[src/rtl/img_feeder_pkg.sv]
// Shared types and constants for the image pixel feeder: frame/handshake
// state encodings, pixel geometry and the BGR reorder helper.
package img_feeder_pkg;

  typedef enum logic [1:0] {
    IDLE  = 2'd0,
    FETCH = 2'd1,
    DRAIN = 2'd2,
    DONE  = 2'd3
  } frame_state_t;

  typedef enum logic {
    H_IDLE    = 1'b0,
    H_PRESENT = 1'b1
  } hs_state_t;

  localparam int PIX_W         = 24;
  localparam int BYTES_PER_PIX = 4;

  function automatic logic [PIX_W-1:0] bgr_swap(input logic [PIX_W-1:0] p);
    return {p[7:0], p[15:8], p[23:16]};
  endfunction

endpackage

[src/rtl/img_pixel_feeder_pix_fifo.sv]
// Small synchronous FIFO (register array) with async active-low reset and a
// synchronous flush that empties it regardless of push/pop.
module pix_fifo #(
  parameter int WIDTH = 24,
  parameter int DEPTH = 8
) (
  input  logic                       clk,
  input  logic                       reset_n,
  input  logic                       flush,
  input  logic                       push,
  input  logic [WIDTH-1:0]           push_data,
  input  logic                       pop,
  output logic [WIDTH-1:0]           head,
  output logic                       full,
  output logic                       empty,
  output logic [$clog2(DEPTH+1)-1:0] count
);

  localparam int PW = $clog2(DEPTH);
  localparam int CW = $clog2(DEPTH + 1);

  logic [WIDTH-1:0] r_mem [DEPTH];
  logic [PW-1:0]    r_wr_ptr;
  logic [PW-1:0]    r_rd_ptr;
  logic [CW-1:0]    r_count;
  logic             w_do_push;
  logic             w_do_pop;

  assign full      = (r_count == CW'(DEPTH));
  assign empty     = (r_count == '0);
  assign count     = r_count;
  assign head      = r_mem[r_rd_ptr];
  assign w_do_push = push && !full;
  assign w_do_pop  = pop && !empty;

  always_ff @(posedge clk or negedge reset_n) begin
    if (!reset_n) begin
      for (int i = 0; i < DEPTH; i++) r_mem[i] <= '0;
    end else if (w_do_push && !flush) begin
      r_mem[r_wr_ptr] <= push_data;
    end
  end

  // DEPTH is a power of two, so the pointers wrap by natural overflow.
  always_ff @(posedge clk or negedge reset_n) begin
    if (!reset_n) begin
      r_wr_ptr <= '0;
      r_rd_ptr <= '0;
      r_count  <= '0;
    end else if (flush) begin
      r_wr_ptr <= '0;
      r_rd_ptr <= '0;
      r_count  <= '0;
    end else begin
      if (w_do_push) r_wr_ptr <= r_wr_ptr + PW'(1);
      if (w_do_pop)  r_rd_ptr <= r_rd_ptr + PW'(1);
      case ({w_do_push, w_do_pop})
        2'b10:   r_count <= r_count + CW'(1);
        2'b01:   r_count <= r_count - CW'(1);
        default: r_count <= r_count;
      endcase
    end
  end

  a_no_overflow: assert property (@(posedge clk) disable iff (!reset_n)
    !(push && full && !flush));

endmodule

[src/rtl/img_pixel_feeder.sv]
// Avalon-MM frame fetcher feeding pixels to a four-phase get_next_pix/pix_rdy
// reader. Define FEEDER_BGR_SWAP_EN to reorder BGR-stored words into RGB.
module img_pixel_feeder
  import img_feeder_pkg::*;
#(
  parameter int          IMG_W      = 320,
  parameter int          IMG_H      = 240,
  parameter logic [31:0] BASE_ADDR  = 32'h0000_0000,
  parameter int          FIFO_DEPTH = 8
) (
  input  logic              clk,
  input  logic              reset_n,
  input  logic              cpu_rdy,
  input  logic              get_next_pix,
  output logic              pix_rdy,
  output logic [PIX_W-1:0]  pixel_data,
  output logic              img_done,
  output logic [31:0]       avm_address,
  output logic              avm_read,
  input  logic              avm_waitrequest,
  input  logic [31:0]       avm_readdata,
  input  logic              avm_readdatavalid
);

  localparam int TOTAL = IMG_W * IMG_H;
  localparam int CNT_W = $clog2(TOTAL + 1);
  localparam int OCW   = $clog2(FIFO_DEPTH + 1);
  localparam int LVW   = OCW + 1;
  localparam logic [CNT_W-1:0] TOTAL_C = CNT_W'(TOTAL);
  localparam logic [LVW-1:0]   DEPTH_C = LVW'(FIFO_DEPTH);

  frame_state_t     r_state, w_state_next;
  hs_state_t        r_hs, w_hs_next;
  logic             r_cpu_rdy_d;
  logic             r_arm;
  logic [31:0]      r_addr;
  logic [CNT_W-1:0] r_issue_cnt;
  logic [CNT_W-1:0] r_serve_cnt;
  logic [OCW-1:0]   r_outst, w_outst_next;
  logic [PIX_W-1:0] r_pix;

  logic             w_rise, w_start, w_active, w_accept, w_ret;
  logic             w_push, w_pop, w_served, w_avm_read;
  logic [LVW-1:0]   w_level;
  logic [PIX_W-1:0] w_push_data, w_fifo_head;
  logic             w_fifo_full, w_fifo_empty;
  logic [OCW-1:0]   w_fifo_count;
  logic             w_unused;

  assign w_rise   = cpu_rdy && !r_cpu_rdy_d;
  // A start edge seen while stale reads are still in flight is remembered
  // (r_arm) and taken once they have all drained.
  assign w_start  = (r_state == IDLE) && cpu_rdy && (w_rise || r_arm) && (r_outst == '0);
  assign w_active = ((r_state == FETCH) || (r_state == DRAIN)) && cpu_rdy;

  assign w_level    = LVW'(r_outst) + LVW'(w_fifo_count);
  assign w_avm_read = (r_state == FETCH) && (r_issue_cnt != TOTAL_C) && (w_level < DEPTH_C);
  assign w_accept   = w_avm_read && !avm_waitrequest;
  assign w_ret      = avm_readdatavalid && (r_outst != '0);

  assign w_push   = avm_readdatavalid && ((r_state == FETCH) || (r_state == DRAIN));
  assign w_pop    = w_active && (r_hs == H_IDLE) && get_next_pix && !w_fifo_empty
                    && (r_serve_cnt != TOTAL_C);
  assign w_served = w_active && (r_hs == H_PRESENT) && !get_next_pix;

`ifdef FEEDER_BGR_SWAP_EN
  assign w_push_data = bgr_swap(avm_readdata[PIX_W-1:0]);
`else
  assign w_push_data = avm_readdata[PIX_W-1:0];
`endif

  assign w_unused = &{1'b0, avm_readdata[31:PIX_W], w_fifo_full};

  pix_fifo #(
    .WIDTH (PIX_W),
    .DEPTH (FIFO_DEPTH)
  ) u_fifo (
    .clk       (clk),
    .reset_n   (reset_n),
    .flush     (r_state == IDLE),
    .push      (w_push),
    .push_data (w_push_data),
    .pop       (w_pop),
    .head      (w_fifo_head),
    .full      (w_fifo_full),
    .empty     (w_fifo_empty),
    .count     (w_fifo_count)
  );

  always_comb begin
    w_state_next = r_state;
    case (r_state)
      IDLE:    if (w_start) w_state_next = FETCH;
      FETCH:   if (!cpu_rdy) w_state_next = IDLE;
               else if (r_issue_cnt == TOTAL_C) w_state_next = DRAIN;
      DRAIN:   if (!cpu_rdy) w_state_next = IDLE;
               else if ((r_serve_cnt == TOTAL_C) && (r_hs == H_IDLE)) w_state_next = DONE;
      DONE:    if (!cpu_rdy) w_state_next = IDLE;
      default: w_state_next = IDLE;
    endcase
  end

  always_comb begin
    w_hs_next = r_hs;
    if (!w_active) begin
      w_hs_next = H_IDLE;
    end else begin
      case (r_hs)
        H_IDLE:    if (w_pop) w_hs_next = H_PRESENT;
        H_PRESENT: if (!get_next_pix) w_hs_next = H_IDLE;
        default:   w_hs_next = H_IDLE;
      endcase
    end
  end

  // Outstanding keeps tracking returns even in IDLE so aborted reads drain.
  always_comb begin
    w_outst_next = r_outst;
    if (w_accept && !w_ret)      w_outst_next = r_outst + OCW'(1);
    else if (!w_accept && w_ret) w_outst_next = r_outst - OCW'(1);
  end

  always_ff @(posedge clk or negedge reset_n) begin
    if (!reset_n) begin
      r_state     <= IDLE;
      r_hs        <= H_IDLE;
      r_cpu_rdy_d <= 1'b0;
      r_arm       <= 1'b0;
      r_addr      <= BASE_ADDR;
      r_issue_cnt <= '0;
      r_serve_cnt <= '0;
      r_outst     <= '0;
      r_pix       <= '0;
    end else begin
      r_state     <= w_state_next;
      r_hs        <= w_hs_next;
      r_cpu_rdy_d <= cpu_rdy;
      r_arm       <= (r_state == IDLE) && cpu_rdy && (r_arm || w_rise) && !w_start;
      r_outst     <= w_outst_next;
      if (w_start) begin
        r_addr      <= BASE_ADDR;
        r_issue_cnt <= '0;
      end else if (w_accept) begin
        r_addr      <= r_addr + 32'(BYTES_PER_PIX);
        r_issue_cnt <= r_issue_cnt + CNT_W'(1);
      end
      if (w_start)       r_serve_cnt <= '0;
      else if (w_served) r_serve_cnt <= r_serve_cnt + CNT_W'(1);
      if (w_pop) r_pix <= w_fifo_head;
    end
  end

  assign pix_rdy     = (r_hs == H_PRESENT);
  assign pixel_data  = r_pix;
  assign img_done    = (r_state == DONE);
  assign avm_address = r_addr;
  assign avm_read    = w_avm_read;

endmodule
[config.mk]
export PLATFORM = sky130hd
export DESIGN_NAME = img_pixel_feeder
export DESIGN_NICKNAME = d
export VERILOG_FILES = /design/src/rtl/img_feeder_pkg.sv /design/src/rtl/img_pixel_feeder_pix_fifo.sv /design/src/rtl/img_pixel_feeder.sv
export SDC_FILE = /design/constraint.sdc
export NUM_CORES = 1
export LEC_CHECK = 0
export ABC_CLOCK_PERIOD_IN_PS = 3260
export CORE_ASPECT_RATIO = 0.75
export CORE_MARGIN = 2
export CORE_UTILIZATION = 45
export CTS_CLUSTER_SIZE = 30
export DETAILED_ROUTE_END_ITERATION = 8
export PLACE_DENSITY = 0.66
export SLEW_MARGIN = 20
export SYNTH_ARGS = -nofsm -noshare
export SYNTH_HDL_FRONTEND = slang
export SYNTH_SLANG_ARGS = --single-unit
[constraint.sdc]
create_clock -name clk -period 3.26 [get_ports clk]
set_input_delay 0.652 -clock clk [delete_from_list [all_inputs] [get_ports clk]]
set_output_delay 0.652 -clock clk [all_outputs]
set_load 0.01 [all_outputs]
==> flow_metrics.tcl, run 1 <==
set metrics [dict create \
    dpl.hpwl_um 19500 \
    period_minus_slack_ps 3100 \
    start_util_pct 45.4 \
    powerDensity_nw_per_um2 676 \
    tightest_slew_ps 715 \
    yosysSeqAreaShare_pct 53.1 \
    ff2ff_path_depth 14 \
    synth_top_area_share_pct 53.1 \
    yosys_warnings 0 \
    hold_viol 0 \
    yosysTopAreaCell "dfrtp_1" \
    dr.pass1.iters 4 \
    reg2reg_slack_ps 160 \
    ioPinCount 97 \
    drt_iter0_drc 571 \
    cts_made_buffers 30 \
    synth.distinct_cells 66 \
    r2r-end "r_outst[3]" \
    min_path_type "in2async" \
    cp-start-kind "flip-flop" \
    setup_viol 0 \
    synth_seq_cells 299 \
    fillers 2596 \
    synth_edf_count 0 \
    num_vias 9052 \
    die_x_um 208 \
    rsz0062_at_grt "no" \
    clock_path_buffers 3 \
    num_antenna_cells 0 \
    die_y_um 157 \
    holdWs_ps 40.7 \
    pre_cts_slack_ps 100 \
    grt_pass1_vias 9123 \
    core_area_um2 31000 \
    num_rows 56 \
    cts_hold_buf 0 \
    antenna_found_initial 2 \
    port_buffers 86 \
    slew_viol_final 0 \
    cp-end-kind "flip-flop" \
    drc 0 \
    synthFlopType "dfrtp_1" \
    cts.clk_slew.worst_paths_ps 60 \
    synth_area_leaders "dfrtp_1, mux2_2, mux4_2, nand2_1, mux2i_1" \
    relSlewSlack_pct 51.9 \
    p_leak_nw 7.58 \
    cts_root_buf "clkbuf_16" \
    async_flop_share_pct 100 \
    postRouteAntennaNets 0 \
    status "finished clean" \
    worst_skew_pair.late_latency_ps 560 \
    vias_per_cell 5.57 \
    grt_max_degree 77 \
    fin_ws_ps 161 \
    grt_pass1_wl_um 50600 \
    critical_path.max_stage_delay_ps 470 \
    grt-ovfl-total 0 \
    syn_avg_cell_area_um2 13.0 \
    slowest_stage "or4bb_1" \
    final_net_count 1256 \
    synth_cells 1087 \
    cp_max_fo 5 \
    netlist_area_um2 14100 \
    dieArea_um2 32800 \
    grt_use_total_pct 19.3 \
    required_ps 3710 \
    cts_num_sinks 299 \
    period_share_pct 95.1 \
    htreeDepth 1 \
    clock_skew_ps 14.6 \
    cts_tree "built" \
    path_cells "inv_1 -> ha_1 -> or4bb_1 -> o41a_1 -> nand3_1 -> inv_2 -> ha_1 -> inv_1 -> ha_1 -> a21o_1 -> a21oi_1 -> xnor2_1 -> nor2_1 -> xor2_1" \
    drv_cap 0 \
    arrival_ps 3550 \
    gp_congestion 0.804 \
    clock.fmax_mhz 323 \
    drive_above_1_share_pct 28.9 \
    criticalPathCategory "reg2reg" \
    wl_per_cell_um 18.9 \
    routed_wl_um 30800 \
    peakVddDrop_mv 0.377 \
    area_growth_pct 18.7 \
    reg2reg_from "r_issue_cnt[0]" \
    fin_tns_setup_ps 0 \
    cp_common_cell "ha_1" \
]
## power by group
group	leakage [nW]	internal, W	switching [W]
clock network	0.528	0.00229	0.00145
logic	3.00	0.00147	0.00125
registers	4.05	0.00439	0.000447
total	7.58	0.00815	0.00315
## cells by family (layout without fill, tap and decap cells)
logic type	after synthesis	after routing	synth area share (%)
adders and majority gates	22	22	2.01
other	1	2	0.0266
AOI/OAI and AO/OA	119	119	5.48
DFF	299	299	53.1
buffers and inverters	83	214	2.53
muxes	269	269	25.1
xor gates and xnor gates	37	37	2.30
and+or+nand+nor	257	257	9.53
## registers in the layout (all words and copies together) (netlist names)
signal	flops
avm_address	30
pix_rdy	1
pixel_data	24
r_arm	1
r_cpu_rdy_d	1
r_issue_cnt	17
r_outst	4
r_serve_cnt	17
r_state	2
u_fifo.count	4
u_fifo.r_mem	192
u_fifo.r_rd_ptr	3
u_fifo.r_wr_ptr	3
## layer usage
layer	up-vias	track usage (%)	share of wire [%]
li1	4235	-	-
met1	4644	28.9	50
met2	131	29.9	45
met3	40	3.13	3.6
met4	2	3.80	1.6
met5	-	0	0.039
## placed cells by master (no fill, tap or decap), types with 10 or more instances in the layout
cell             instances
inv_1                   23
and3_1                  13
nand2_1                 77
or4_1                   14
xnor2_1                 22
mux2i_1                 28
o31ai_1                 13
xor2_1                  15
mux4_2                  48
nor2_1                  49
a21oi_1                 39
ha_1                    21
nand3_1                 29
nor4_1                  13
o21ai_0                 37
buf_4                   44
clkbuf_16               31
mux2_2                 190
dfrtp_1                297
or3_1                   10
nand4_1                 17
clkdlybuf4s50_1         84
## synthesized netlist by cell type (3+ instances only)
cell,n
ha_1,21
nor2_1,49
or4_1,14
xnor2_1,22
nand2_1,78
a31o_1,5
nand3_1,29
buf_2,12
dfrtp_1,299
xor2_1,15
buf_4,6
nand4b_1,3
buf_1,11
inv_1,23
a21oi_1,39
o21ai_0,37
mux2_1,3
mux2_2,190
nand4_1,17
and3_1,13
nor2b_1,3
nor4_1,13
mux4_2,48
or3_1,10
nor3_1,7
clkbuf_1,29
mux2i_1,28
o31ai_1,13
## worst max-delay path by stage
stage / startpoint / end / slack [ps] / depth (start not counted)
floorplan: r_issue_cnt[0] / r_outst[3] / 110 / 15
global placement: r_issue_cnt[0] / r_outst[3] / 160 / 14
detailed placement: cpu_rdy / u_fifo.count[3] / 100 / 12
CTS: r_issue_cnt[0] / r_outst[3] / 120 / 14
global route: r_issue_cnt[0] / r_outst[3] / 3 / 14
finish: r_issue_cnt[0] / r_outst[3] / 160 / 14
## what timing repair did
action,4_1_cts,5_1_grt
setup endpoints to repair,1,0
gates resized for setup,1,0
buffers inserted,0,0
## area by class of cell
type / instances / area, um2 / area share, %
Clock buffer: 45 / 898 / 5.37
Sequential cell: 299 / 7490 / 44.7
Multi-Input combinational cell: 706 / 6270 / 37.5
Tap cell: 406 / 508 / 3.04
Inverter: 24 / 90.1 / 0.538
Clock inverter: 10 / 185 / 1.11
Timing Repair Buffer: 135 / 1290 / 7.74
## per-stage QoR
stage | total power [W] | utilization, % | area, um2 | instances
2_1_floorplan | 0.00652 | - | 14100 | 1088
3_3_place_gp | 0.00755 | 50.4 | 15700 | 1570
3_5_place_dp | 0.00765 | 50.4 | 15700 | 1570
4_1_cts | 0.0114 | 53.9 | 16700 | 1625
5_1_grt | 0.0119 | 53.9 | 16700 | 1625
6_report | 0.0113 | 53.9 | 16700 | 1625
## critical path: cells and delay by family, from the launching register on
family	cells	cell delay [ps]
XOR/XNOR	2	280
adder cells (fa/ha/maj)	3	600
AND/OR/NAND/NOR	3	660
flip-flops	1	380
AO/OA/AOI/OAI	3	810
buffers and inverters	3	250
Power figures use the tool's default switching activity.
==> run 2: changes to the inputs <==
Settings changed: CTS_CLUSTER_SIZE 30 to not set.
==> results of run 2 <==
No change in the layout: final DEF, timing and power equal those of run 1.
==> run 3: changes to the inputs <==
Settings changed: CORE_MARGIN 2 to 8, SYNTH_HIERARCHICAL set to 1.
==> run 3 against run 2 <==
Against the previous run: clock power is 8.3% lower; routed wire length is 0.25% higher; global-route usage is 2.9 points lower; critical path depth is 9 lower; die area is 16% higher; first-iteration DRC count is 27% lower; combinational power is 8.1% higher; via count is 1.5% lower; sequential power is 4.8% higher; clock skew is 3.1 ps higher.
==> flow_metrics.tcl, run 3 <==
set metrics [dict create \
    die_y_um 171 \
    wl_met1_um 15000 \
    cts_num_sinks 299 \
    p_leak_nw 7.70 \
    dr.pass1.iters 5 \
    criticalPathCategory "reg2out" \
    mostFrequentLayoutCells "dfrtp_1, mux2_2, clkdlybuf4s50_1" \
    postRouteAntennaNets 0 \
    cts_hold_buf 0 \
    final_area_um2 16800 \
    drv_cap 0 \
    powerDensity_nw_per_um2 680 \
    final_common_cell "dfrtp_1" \
    clock.fmax_mhz 318 \
    reg2reg_from "r_outst[3]" \
    path_cells "or4bb_1 -> o41ai_4 -> buf_4 -> a211oi_1 -> dlygate4sd2_1" \
    antenna_found_initial 2 \
    clock_skew_ps 17.7 \
    cp-end-kind "output port" \
    cpLargestDelayFamily "simple AND/OR/NAND/NOR gates" \
    worst_skew_pair.late_latency_ps 570 \
    cts_tree "built" \
    period_minus_slack_ps 3150 \
    cp_max_fo 5 \
    gp_congestion 0.766 \
    hold_viol 0 \
    port_buffers 86 \
    setup_viol 0 \
    die_x_um 222 \
    num_vias 8920 \
    cts.clk_slew.worst_paths_ps 60 \
    cp.depth 5 \
    required_ps 2610 \
    rsz0062_at_grt "no" \
    path_buf_inv 2 \
    largest_register "u_fifo/r_mem" \
    htreeDepth 1 \
    cts_root_buf "clkbuf_16" \
    wl_met2_um 14100 \
    ff2ff_path_depth 8 \
    routed_wl_um 30800 \
    tightest_slew_ps 755 \
    final_net_count 1229 \
    area_growth_pct 17.1 \
    grt_pass1_wl_um 50700 \
    arrival_ps 2490 \
    ioPinCount 97 \
    dpl.hpwl_um 19700 \
    grt_use_total_pct 16.4 \
    start_util_pct 45.8 \
    placed_area_um2 15800 \
    top_layer_used "met5" \
    grt_max_degree 91 \
    status "finished clean" \
    min_path_type "in2async" \
    core_area_um2 31400 \
    r2r-end "avm_address[31]" \
    slew_viol_final 0 \
    yosys_warnings 6 \
    clock_path_buffers 3 \
    drive_above_1_share_pct 34.1 \
    cts_made_buffers 30 \
    relSlewSlack_pct 49.7 \
    wl_met3_um 1250 \
    period_share_pct 96.5 \
    startpoint "r_issue_cnt[2]" \
    vias_per_cell 5.58 \
    drc 0 \
    grt-ovfl-total 0 \
    syn_avg_cell_area_um2 13.6 \
    netlist_area_um2 14400 \
    critPathCapture "avm_read" \
    wl_per_cell_um 19.3 \
    reg2reg_slack_ps 230 \
    largest_reg_flops 192 \
    peakVddDrop_mv 0.385 \
    drt_iter0_drc 414 \
    critical_path.max_stage_delay_ps 570 \
    dp_cells 1539 \
    num_rows 56 \
    synth_cells 1060 \
    grt_pass1_vias 9203 \
    slowest_stage "or4bb_1" \
    final_cells 1599 \
    cp-start-kind "flip-flop" \
    fin_tns_setup_ps 0 \
    dieArea_um2 38000 \
]
## run 3: layout make-up
cell class	count	area, um2
fillers	2601	14500
flip-flops and latches	299	7490
multi-input cells	675	6430
repair buffers	141	1350
clock buffers	43	860
well taps	406	508
clock inverters	11	119
inverters	23	86.3
diodes	1	2.50
## run 3: layer usage
layer | track usage [%] | vias to the layer above
li1 | - | 4117
met4 | 3.20 | 2
met5 | 0 | -
met3 | 3.10 | 36
met2 | 26.0 | 160
met1 | 23.6 | 4605
## run 3: where the power goes
| part | total [W] | internal, W | switching [W] |
|---|---|---|---|
| clock network | 0.00344 | 0.00198 | 0.00145 |
| logic | 0.00294 | 0.00169 | 0.00125 |
| registers | 0.00507 | 0.00448 | 0.000587 |
| total | 0.0114 | 0.00816 | 0.00329 |
## run 3: through the flow
step                      util, %  hold slack [ps]  setup slack, ps  power, W
final                        53.7             88.3              114    0.0114
after global routing         53.7              158             7.84    0.0121
after detailed placement     50.4              481            -6.35   0.00803
after floorplan                 -              356             8.70   0.00682
after CTS                    53.6              130             11.8    0.0116
after global placement       50.4              472            -33.8   0.00793
## run 3: what timing repair did
action	4_1_cts	5_1_grt
pin swaps	1	1
endpoints found under the setup margin	1	2
resized for setup	3	1
endpoints found under the hold margin	0	0
setup buffers	4	1
## run 3: worst register-to-register path: stages, from the launching register on
cell     delay [ps]
dfrtp_1         420
ha_1            320
or4_1           510
a21o_1          170
buf_4           190
or4_1           510
buf_4           210
or4_1           490
a21oi_1         150
## run 3: how the worst min path moves through the flow
stage | endpoint | slack, ps
after detailed placement | u_fifo/r_mem[46] | 480
final | avm_address[14] | 90
after global routing | avm_address[14] | 160
after floorplan | avm_address[10] | 360
after global placement | u_fifo/r_mem[122] | 470
after CTS | avm_address[14] | 130
